### src/rtl/alu_sequencer.sv
// alu_sequencer: control and operand stage for the BasicCPU 4-bit ALU.
// Accepts 12-bit instructions and keeps a 4 x 4-bit register file.
// Drives registered ALU operands, writes the ALU result back and streams
// OUT results downstream. Only one instruction is in flight at a time.
// Optional feature: define ALU_SEQ_ZFLAG_EN to build the zero-flag register.
// Without it, zero_flag is tied to 0.
module alu_sequencer #(
   parameter int DATA_W = 4,
   parameter int NREGS  = 4
) (
   input  logic              clk,
   input  logic              rst_n,
   input  logic              in_valid,
   output logic              in_ready,
   input  logic [11:0]       instr,
   output logic [DATA_W-1:0] alu_a,
   output logic [DATA_W-1:0] alu_b,
   output logic [2:0]        alu_s,
   output logic              alu_cin,
   input  logic [DATA_W-1:0] alu_f,
   output logic              out_valid,
   input  logic              out_ready,
   output logic [DATA_W-1:0] out_data,
   output logic              zero_flag,
   output logic              busy
);

   localparam logic [1:0] IDLE = 2'd0;
   localparam logic [1:0] EXEC = 2'd1;
   localparam logic [1:0] WB   = 2'd2;
   localparam logic [1:0] OUTW = 2'd3;

   localparam logic [1:0] K_ALU   = 2'b00;
   localparam logic [1:0] K_LOADI = 2'b01;
   localparam logic [1:0] K_OUT   = 2'b10;

   logic [1:0]        state;
   logic [1:0]        kind_q;
   logic [1:0]        rd_q;
   logic [DATA_W-1:0] imm_q;
   logic [DATA_W-1:0] regs [NREGS];
   logic [DATA_W-1:0] wr_data;

   // Field views of the incoming instruction word.
   logic [1:0] in_kind, in_ra, in_rb;
   assign in_kind = instr[11:10];
   assign in_ra   = instr[3:2];
   assign in_rb   = instr[1:0];

   assign in_ready = (state == IDLE);
   assign busy     = (state != IDLE);

   // WB is only reached by ALU and LOADI, so anything else is LOADI here.
   assign wr_data = (kind_q == K_ALU) ? alu_f : imm_q;

   // Sequencer FSM, latched instruction fields, ALU operands and OUT handshake.
   always_ff @(posedge clk or negedge rst_n) begin
      if (!rst_n) begin
         state     <= IDLE;
         kind_q    <= 2'b00;
         rd_q      <= 2'b00;
         imm_q     <= '0;
         alu_a     <= '0;
         alu_b     <= '0;
         alu_s     <= 3'b000;
         alu_cin   <= 1'b0;
         out_data  <= '0;
         out_valid <= 1'b0;
      end else begin
         // NOTE: sequential state uses non-blocking assignments so every
         // register samples the pre-edge values of the others.
         case (state)
            IDLE: begin
               if (in_valid) begin
                  kind_q <= in_kind;
                  rd_q   <= instr[5:4];
                  imm_q  <= instr[DATA_W-1:0];
                  case (in_kind)
                     K_ALU: begin
                        // Operands are captured at accept so they are stable
                        // throughout EXEC and keep their value afterwards.
                        alu_a   <= regs[in_ra];
                        alu_b   <= regs[in_rb];
                        alu_s   <= instr[9:7];
                        alu_cin <= instr[6];
                        state   <= EXEC;
                     end
                     K_LOADI: state <= WB;
                     K_OUT: begin
                        out_data  <= regs[in_rb];
                        out_valid <= 1'b1;
                        state     <= OUTW;
                     end
                     default: state <= IDLE;
                  endcase
               end
            end
            EXEC: state <= WB;
            WB:   state <= IDLE;
            OUTW: begin
               if (out_ready) begin
                  out_valid <= 1'b0;
                  state     <= IDLE;
               end
            end
            default: state <= IDLE;
         endcase
      end
   end

   // Register file: written once, at the end of WB.
   always_ff @(posedge clk or negedge rst_n) begin
      if (!rst_n) begin
         // NOTE: the register file is small and must read as zero after
         // reset, so it is reset like any other flop rather than left as RAM.
         for (int i = 0; i < NREGS; i++) regs[i] <= '0;
      end else if (state == WB) begin
         regs[rd_q] <= wr_data;
      end
   end

`ifdef ALU_SEQ_ZFLAG_EN
   // Zero flag follows the result of ALU-kind writes only.
   always_ff @(posedge clk or negedge rst_n) begin
      if (!rst_n) begin
         zero_flag <= 1'b0;
      end else if (state == WB && kind_q == K_ALU) begin
         zero_flag <= (alu_f == '0);
      end
   end
`else
   assign zero_flag = 1'b0;
`endif

endmodule

### config.mk
export PLATFORM = sky130hd
export DESIGN_NAME = alu_sequencer
export DESIGN_NICKNAME = d
export VERILOG_FILES = /design/src/rtl/alu_sequencer.sv
export SDC_FILE = /design/constraint.sdc
export NUM_CORES = 1
export LEC_CHECK = 0
export BUFFER_PORTS_ARGS = -buffer_cell sky130_fd_sc_hd__buf_2
export CORE_ASPECT_RATIO = 0.8
export CORE_MARGIN = 2
export CORE_UTILIZATION = 25
export CTS_BUF_LIST = sky130_fd_sc_hd__clkbuf_2
export DETAILED_ROUTE_END_ITERATION = 7
export GPL_ROUTABILITY_DRIVEN = 1
export SLEW_MARGIN = 5
export SYNTH_ARGS = -nofsm -noshare
export SYNTH_HDL_FRONTEND = slang
export SYNTH_SLANG_ARGS = --single-unit
### constraint.sdc
create_clock -name clk -period 2.54 [get_ports clk]
set_input_delay 0 -clock clk [delete_from_list [all_inputs] [get_ports clk]]
set_output_delay 0 -clock clk [all_outputs]
set_load 0.01 [all_outputs]
==> impl_results.md <==
* Worst R2R Setup Slack at 0.86 ns
* Final Hold Vio Count at 0
* Max-Cap Viols at 0
* Relative slew slack at 0.344
* Routed wire length at 4210 um
* Clk slew on worst S/H paths at 0.22 ns
* N_diodes at 0
* Flop pwr share at 0.504
* DR pass1 iterations at 4
* Internal at 1.52 mW
* Met3 Resource Use GR at 0.0328
* Post-synth EDFFs at 0
* Final period util at 0.662
* Share of cells above drive strength 1 at 0.402
* Met1 usage at 0.155
* Hpwl dp at 2990 um
* Final setup fails at 0
* Kind of critical path: register to register
* Crit Path Max Fanout at 12
* Cell count after synthesis at 144
* Number of fill cells at 805
* Post-CTS setup buffer count at 0
* TritonCTS Buffers at 5
* Die span in y at 83.7 um
* Nets at 226
* Synth area leaders: dfrtp_1, mux4_2, mux2_2
* Core ar. at 7800 um2
* Number of max-slew violations in the final report at 0
* Vias/cell at 4.20
* Post-synth top cells: dfrtp_1, a21oi_1, mux2_2, nor2_1, mux2_4
* FP Rows at 29
* CP Launch Type: register
* Async S/R FF share, synth at 1.00
* TritonCTS clock tree: yes
* Fin crit period at 1.68 ns
* Slowest CP cell: dfrtp_1
* Leakage at 1.08 nW
* Number of distinct library cells after synthesis at 25
* Crit. End Element: register
* DRC viols at 0
* Hold_buf cts at 19
* Worst VDD drop at 0.268 mV
* Worst hold path type: primary input to register
* Share of total power in the clock network at 0.121
* Mapped Nets at 166
* Highest Clock Rate at 595 MHz
* Arr. time, crit path at 2.00 ns
* Logic gate share of total power at 0.375
* Synth area leader: dfrtp_1
* Root buffer cell: clkbuf_2
* First-pass GRT wire length at 6910 um
* Number of global-route vias before repair at 1348
* Number of synthesized register bits at 43
* Placed Cells at 286
* IO buf count at 38
* PwrDens at 929 nW/um2
* Net Sw Power at 792 uW
* Routed vias at 1309
* Initial antenna violation count at 0
* Die area at 8670 um2
* H-tree depth at 2
* Top_reg_cell synth: dfrtp_1
* DP Worst Slack at 0.854 ns
* Die X at 104 um
* Routability cong. at 0.714
* Slew @ Worst Pin at 0.983 ns
* Setup TNS at 0 ns
* Status: finished, final reports clean
* Dpl cell area at 2270 um2
* Design Area, Final at 2490 um2
* Multi-input gate area at 828 um2
* Non-Filler Instances at 312
* Yosys warnings at 0
* Clock buffer depth at 2
* Most used routing layer: met1
* Sw frac at 0.342
* Syn avg cell area at 13.8 um2
* Clock Skews at 0.0157 ns
* Sequential area share after synthesis at 0.542
* # resized after CTS at 0
* Clock Sinks at 43
* Area grow syn2layout at 25.5%
* Largest net degree at the start of global routing at 44
* Yosys top cell area share at 0.542
* Worst stage delay on the critical path at 0.54 ns
* Clock latency at the later pin of the worst-skew pair at 0.39 ns
* GR Layer Usage met2 at 0.140
* Initial Utilization at 0.254
* Final WS setup at 0.858 ns
* Hold Slack at 0.0319 ns
* Drt first-iter violations at 91
* GRT Total Usage at 0.102
* Most frequent cell after synthesis: dfrtp_1
* Number of routed nets with antenna violations at 0
* Crit-path cells: nor3b_2 -> and2_4 -> mux2_2
* RSZ-0062 raised after global routing: false
* Area of the mapped netlist at 1980 um2
* Io pins at 40
* WL/cell at 13.5 um
* Worst path required time at 2.86 ns
* Seq. cell area at 1080 um2
* Global route total overflow at 0
-- layout make-up --
class	count	area share
flip-flops and latches	43	0.432
multi-input cells	90	0.332
repair buffers	60	0.162
well taps	108	0.0542
clock buffers	5	0.0100
inverters	4	0.00603
clock inverters	2	0.00352
-- power by group through the flow --
| stage | Clock [mW] | Combinational (mW) | Sequential (mW) |
|---|---|---|---|
| after CTS | 0.285 | 0.878 | 1.17 |
| after global routing | 0.325 | 0.950 | 1.21 |
| after detailed placement | 0 | 0.850 | 1.18 |
| final | 0.281 | 0.867 | 1.17 |
| after global placement | 0 | 0.839 | 1.17 |
| after floorplan | 0 | 0.549 | 1.19 |
-- state kept, by name, indices dropped and copies added, names as in the netlist --
signal / flops
imm_q: 4
state: 2
out_data: 4
kind_q: 2
alu_b: 4
alu_cin: 1
rd_q: 2
regs: 16
out_valid: 1
alu_a: 4
alu_s: 3
-- routing by layer --
| layer | up-vias | wire length [um] | part of all wire |
|---|---|---|---|
| met5 | - | 0 | 0 |
| met4 | 0 | 15 | 0.0036 |
| met3 | 2 | 189 | 0.045 |
| met2 | 35 | 1770 | 0.42 |
| met1 | 637 | 2230 | 0.53 |
| li1 | 635 | - | - |
-- cell families (layout without fill, tap and decap cells) --
logic type                 after synthesis  after routing  share of synthesized area
AOI/OAI and AO/OA                       22             22                     0.0561
buffers and inverters                   11             71                     0.0403
and+or+nand+nor                         29             29                     0.0807
adders and majority gates                2              2                     0.0126
DFF                                     43             43                      0.542
muxes                                   36             36                      0.266
other                                    1              1                    0.00189
-- critical path: cells and delay by family, from the launching register on --
kind             cells  cell delay (ns)
multiplexers         1             0.36
AND/OR/NAND/NOR      2             0.70
flip-flops           1             0.54
-- final timing paths --
kind / startpoint / end / cells past startpoint
worst max register to register: state[0] / alu_b[1] / 3
worst min register to register: out_valid / out_valid / 2
worst min-delay path: alu_f[1] / regs[9] / 3
worst max-delay path: state[0] / alu_b[1] / 3
min in group asynchronous: rst_n / regs[12] / 2
max in group asynchronous: rst_n / imm_q[2] / 2
-- stage by stage --
stage / power (mW) / util
4_1_cts: 2.33 / 0.319
5_1_grt: 2.49 / 0.319
3_5_place_dp: 2.03 / 0.291
3_3_place_gp: 2.00 / 0.291
2_1_floorplan: 1.74 / -
6_report: 2.31 / 0.319
-- cell usage in the layout, fill, tap and decap left out, types with 2 or more instances in the layout --
cell type and instances:
mux2i_1 4, buf_2 38, dlygate4sd3_1 19, mux2_2 14, nor2_1 14, o21ai_0 7
buf_4 3, dfrtp_1 43, a21oi_1 14, nor4bb_1 2, clkbuf_2 5, mux4_2 8
ha_1 2, mux2_4 10, inv_1 4, nand2_1 6
(Power assumes the default switching activity.)
